`config.mk`:
```
export PLATFORM = sky130hd
export DESIGN_NAME = pack2_to_8
export DESIGN_NICKNAME = d
export VERILOG_FILES = /design/src/rtl/pack_pkg.sv /design/src/rtl/pack_fifo2.sv /design/src/rtl/pack2_to_8.sv
export SDC_FILE = /design/constraint.sdc
export NUM_CORES = 1
export LEC_CHECK = 0
export CORE_ASPECT_RATIO = 2
export CORE_UTILIZATION = 45
export CTS_BUF_LIST = sky130_fd_sc_hd__clkbuf_16
export DETAILED_ROUTE_END_ITERATION = 10
export GPL_TIMING_DRIVEN = 0
export PLACE_DENSITY = 0.66
export REMOVE_ABC_BUFFERS = 1
export SYNTH_ARGS = -nofsm -noshare
export SYNTH_HDL_FRONTEND = slang
export SYNTH_SLANG_ARGS = --single-unit
```
`constraint.sdc`:
```
create_clock -name clk -period 3.6 [get_ports clk]
set_clock_uncertainty 0.15 [all_clocks]
set_input_delay 0.9 -clock clk [delete_from_list [all_inputs] [get_ports clk]]
set_output_delay 0.9 -clock clk [all_outputs]
set_load 0.02 [all_outputs]
```
`src/rtl/pack_pkg.sv`:
```
// Shared constants and queue entry type for the 2-bit to 8-bit packer.
// With PACK2_TO_8_PARITY_EN defined each entry also carries a parity bit.
package pack_pkg;

    localparam int SYM_W  = 2;
    localparam int SYMS   = 4;
    localparam int WORD_W = SYM_W * SYMS;
    localparam int QDEPTH = 2;

    typedef struct packed {
        logic [WORD_W-1:0] word;
`ifdef PACK2_TO_8_PARITY_EN
        logic              par;
`endif
    } q_entry_t;

endpackage

```
`src/rtl/pack_fifo2.sv`:
```
// Two-entry FIFO holding completed words for the byte-wide consumer.
// Ports: clk, reset_L, push, pop, din, head, count (0..2), full.
module pack_fifo2 (
    input  logic                clk,
    input  logic                reset_L,
    input  logic                push,
    input  logic                pop,
    input  pack_pkg::q_entry_t  din,
    output pack_pkg::q_entry_t  head,
    output logic [1:0]          count,
    output logic                full
);
    import pack_pkg::*;

    q_entry_t   slot0;
    q_entry_t   slot1;
    logic       pop_ok;
    logic       push_ok;
    logic [1:0] wr_idx;

    assign full    = (count == 2'd2);
    assign pop_ok  = pop & (count != 2'd0);
    // A push into a full queue is only taken when a pop frees a slot.
    assign push_ok = push & (~full | pop_ok);
    assign wr_idx  = count - {1'b0, pop_ok};
    assign head    = slot0;

    always_ff @(posedge clk or negedge reset_L) begin
        if (!reset_L) begin
            slot0 <= '0;
            slot1 <= '0;
            count <= 2'd0;
        end else begin
            // Popping the only entry leaves slot0 untouched, so the
            // head keeps showing the last popped word.
            if (pop_ok && count == 2'd2)
                slot0 <= slot1;
            if (push_ok) begin
                if (wr_idx == 2'd0)
                    slot0 <= din;
                else
                    slot1 <= din;
            end
            count <= count + {1'b0, push_ok} - {1'b0, pop_ok};
        end
    end

endmodule

```
`src/rtl/pack2_to_8.sv`:
```
// Packs four 2-bit symbols LSB-first into bytes queued in a 2-entry FIFO.
// Ports: clk, reset_L, valid_in, data_in, ready_in, data_out, valid_out,
// overflow (sticky drop flag); parity_out only with PACK2_TO_8_PARITY_EN.
module pack2_to_8 #(
    parameter int SYM_W = 2,
    parameter int SYMS  = 4
) (
    input  logic               clk,
    input  logic               reset_L,
    input  logic               valid_in,
    input  logic [SYM_W-1:0]   data_in,
    input  logic               ready_in,
    output logic [SYM_W*SYMS-1:0] data_out,
    output logic               valid_out,
    output logic               overflow
`ifdef PACK2_TO_8_PARITY_EN
   ,output logic               parity_out
`endif
);
    import pack_pkg::*;

    localparam int CW = $clog2(SYMS);
    localparam int PW = SYM_W * (SYMS - 1);

    logic [CW-1:0] cnt;
    logic [PW-1:0] partial;
    logic          last;
    logic          push;
    logic          pop;
    logic          drop;
    logic          full;
    logic [1:0]    occ;
    q_entry_t      entry;
    q_entry_t      head;

    assign last = (cnt == CW'(SYMS - 1));
    assign push = valid_in & last;
    assign pop  = valid_out & ready_in;
    // The mux stage cannot stall, so a word with nowhere to go is lost.
    assign drop = push & full & ~pop;

    always_comb begin
        entry      = '0;
        entry.word = {data_in, partial};
`ifdef PACK2_TO_8_PARITY_EN
        entry.par  = ^{data_in, partial};
`endif
    end

    always_ff @(posedge clk or negedge reset_L) begin
        if (!reset_L) begin
            cnt      <= '0;
            partial  <= '0;
            overflow <= 1'b0;
        end else begin
            if (valid_in) begin
                if (last) begin
                    cnt     <= '0;
                    partial <= '0;
                end else begin
                    cnt <= cnt + 1'b1;
                    partial[cnt*SYM_W +: SYM_W] <= data_in;
                end
            end
            if (drop)
                overflow <= 1'b1;
        end
    end

    pack_fifo2 u_fifo (
        .clk     (clk),
        .reset_L (reset_L),
        .push    (push & ~drop),
        .pop     (pop),
        .din     (entry),
        .head    (head),
        .count   (occ),
        .full    (full)
    );

    assign valid_out  = (occ != 2'd0);
    assign data_out   = head.word;
`ifdef PACK2_TO_8_PARITY_EN
    assign parity_out = head.par;
`endif

endmodule

```
==> results.md <==
* Initial DRC Count at 9
* Synth top area share at 0.527
* Post-place instance area at 1450 um2
* Die Y at 77.5 um
* Crit path time final at 2.86 ns
* Mux cell area share after synthesis at 0.0703
* Unrepaired setup endpoints after global routing: no
* Power per cell area at 815 nW/um2
* Avg Cell Area, Syn at 10.5 um2
* Worst Hold Class: reg -> reg
* Measured slew at the worst slew-check pin at 1.15 ns
* Port Buffer Count at 15
* Vias post-DR at 899
* Post-synthesis xor/xnor area fraction at 0.0137
* WL per Instance at 13.0 um
* Vias in the first global route at 844
* Antenna violations before repair at 0
* Crit-path slowest cell: clkdlybuf4s50_1
* Cts bufs inserted at 3
* Fin nets at 152
* Hold Fails Final Rpt at 0
* Die Area at 3080 um2
* Relative slew slack at 0.234
* # resized after CTS at 0
* Share of cells above drive strength 1 at 0.123
* Worst EP required at 3.59 ns
* Cells after Synth at 122
* Yosys warning count at 0
* Largest net degree at the start of global routing at 28
* Crit path kind: in -> reg
* # fillers at 233
* Core Rows at 27
* Hold-fix buffers, CTS at 0
* Reported max-cap violation count at 0
* Reg area at 676 um2
* DP HPWL at 1.62 mm
* Worst EP arrival at 2.85 ns
* Gpl congestion at 0.736
* Synth Area in Adders at 0.0684
* Via/cell ratio at 5.38
* Setup_tns at 0 ns
* Maximum fanout along the worst path at 8
* Slew Limit Fails at 0
* Delay-heaviest family, CP: simple AND/OR/NAND/NOR gates
* Post-synthesis sequential area ratio at 0.527
* Compound-Gate Fraction of Synth Area at 0.0850
* Crit path cell chain: clkdlybuf4s50_1, and2_1, ha_1, nor2b_1, nor3_4, mux2_2
* Clock Latency Late Sink at 0.25 ns
* Core ar. at 2740 um2
* IO Pins at 16
* N_diodes at 0
* CP Buf/Inv Count at 1
* Setup Fix Bufs, Post-CTS at 0
* GR Util All Layers at 0.163
* VDD IR max at 0.000458 V
* Root buf cell: clkbuf_16
* Synth area leaders: dfrtp_1 (53%), nand2_1 (7.6%), mux2_2 (7.0%), ha_1 (6.8%), a31oi_1 (3.9%)
* CTS max path bufs at 2
* F_max at 0.350 GHz
* Clock transition at path regs at 0.06 ns
* First-pass GRT wire length at 3.62 mm
* Crit path capture type: register
* DRT antenna net count at 0
* # clock sinks at 27
* Final setup violation count at 0
* Pre-antenna DRT Iters at 4
* Period utilisation layout at 0.794
* CTS HTree Levels at 1
* Synth Area in Simple Gates at 0.208
* Status: completed
* Area leader, netlist: dfrtp_1
* Leakage at 0.713 nW
* Total grt overflow at 0
* Post-Route WL at 2.16 mm
* Initial Util at 0.468
* P&R area growth vs syn at 19.4%
* Finished layout cell area at 1530 um2
* DRC violations left at 0
* Post-synthesis cell area at 1280 um2
* Distinct cell type count of the synthesized netlist at 26
* Die W at 39.7 um
* Multi-input logic area at 571 um2
* Worst path max stage delay at 0.49 ns
* Largest family of logic cells by synthesized area: simple AND/OR/NAND/NOR gates
* Critical Path Start Type: primary input
* CTS tree: built
* Synthesized flop and latch total at 27
cells in the final DEF (no fill, tap or decap):
master	synthesis	routed
ha_1	7	7
o31ai_1	2	2
nand3b_1	1	1
a31oi_1	8	8
or2_2	1	1
nor3_4	1	1
nand4b_2	1	1
a31o_2	1	1
nor3b_4	1	1
dfrtp_1	27	27
nand3_1	3	3
nor2_1	10	10
nand2_2	1	1
xnor2_1	2	2
o21ai_0	7	7
nand2_1	26	26
nand2b_1	3	3
or3_1	1	1
mux2_2	8	8
and2_1	1	1
inv_1	5	6
clkdlybuf4s50_1	0	15
clkbuf_16	0	3
nor2b_1	1	1
and3b_1	1	1
logic make-up after synthesis:
kind of cell	after synthesis
adder cells (fa/ha/maj)	7
XOR/XNOR	2
flip-flops	27
AND/OR/NAND/NOR	52
multiplexers	8
AO/OA/AOI/OAI	18
buffers and inverters	8
per-stage QoR:
step                       util  hold WS [ns]  power, mW  worst slack [ns]  std cells
final                     0.559         0.334       1.25             0.740        167
after global routing      0.559         0.367       1.34             0.631        167
after detailed placement  0.530         0.328       1.02             0.473        163
after floorplan               -         0.315      0.838              1.17        119
after CTS                 0.559         0.342       1.26             0.726        167
after global placement    0.530         0.315      0.996             0.495        163
worst paths after layout:
path                                   end  slack, ns             from  cells past startpoint
max reg2reg                u_fifo.slot1[6]       1.14  u_fifo.count[1]                      6
min                               overflow       0.33         overflow                      1
min in group asynchronous   u_fifo.head[5]       1.11          reset_L                      1
max in group asynchronous           cnt[0]       1.51          reset_L                      1
max                        u_fifo.slot1[6]       0.74         ready_in                      6
min reg2reg                       overflow       0.33         overflow                      1
Yosys cell counts (all sizes together):
cell	instances
and3b	1
nor2	10
nand4b	1
clkbuf	1
nand2b	3
o31ai	2
a31o	1
nand2	27
or2	1
and2	1
nand3	3
nor3	1
nand3b	1
nor3b	1
nor2b	1
a31oi	8
inv	5
xnor2	2
ha	7
dfrtp	27
or3	1
buf	2
mux2	8
o21ai	7
worst register-to-register path: stages (launching register included):
cell	delay (ns)
dfrtp_1	0.45
or2_2	0.31
and2_1	0.16
ha_1	0.31
nor2b_1	0.17
nor3_4	0.40
mux2_2	0.39
where the power goes:
part / internal [mW] / total [mW] / switching [mW]
clock network: 0.148 / 0.239 / 0.0910
registers: 0.427 / 0.512 / 0.0849
logic: 0.241 / 0.495 / 0.254
metal layers:
layer / vias up / GRT usage / wire (um)
li1: 446 / - / -
met1: 432 / 0.198 / 920
met4: 0 / 0.0690 / 37
met5: - / 0 / 0
met3: 4 / 0.0257 / 59
met2: 17 / 0.269 / 1150
state kept, by name (all words and copies together), names as in the netlist:
| register | flops |
|---|---|
| u_fifo.head | 8 |
| u_fifo.slot1 | 8 |
| partial | 6 |
| cnt | 2 |
| u_fifo.count | 2 |
| overflow | 1 |
layout make-up:
class | instances | area share
Clock inverter | 1 | 0.00245
Multi-Input combinational cell | 87 | 0.373
Tap cell | 29 | 0.0237
Timing Repair Buffer | 15 | 0.0981
Inverter | 5 | 0.0123
Clock buffer | 3 | 0.0491
Sequential cell | 27 | 0.442
No activity file was read; power rests on OpenSTA's default activity.
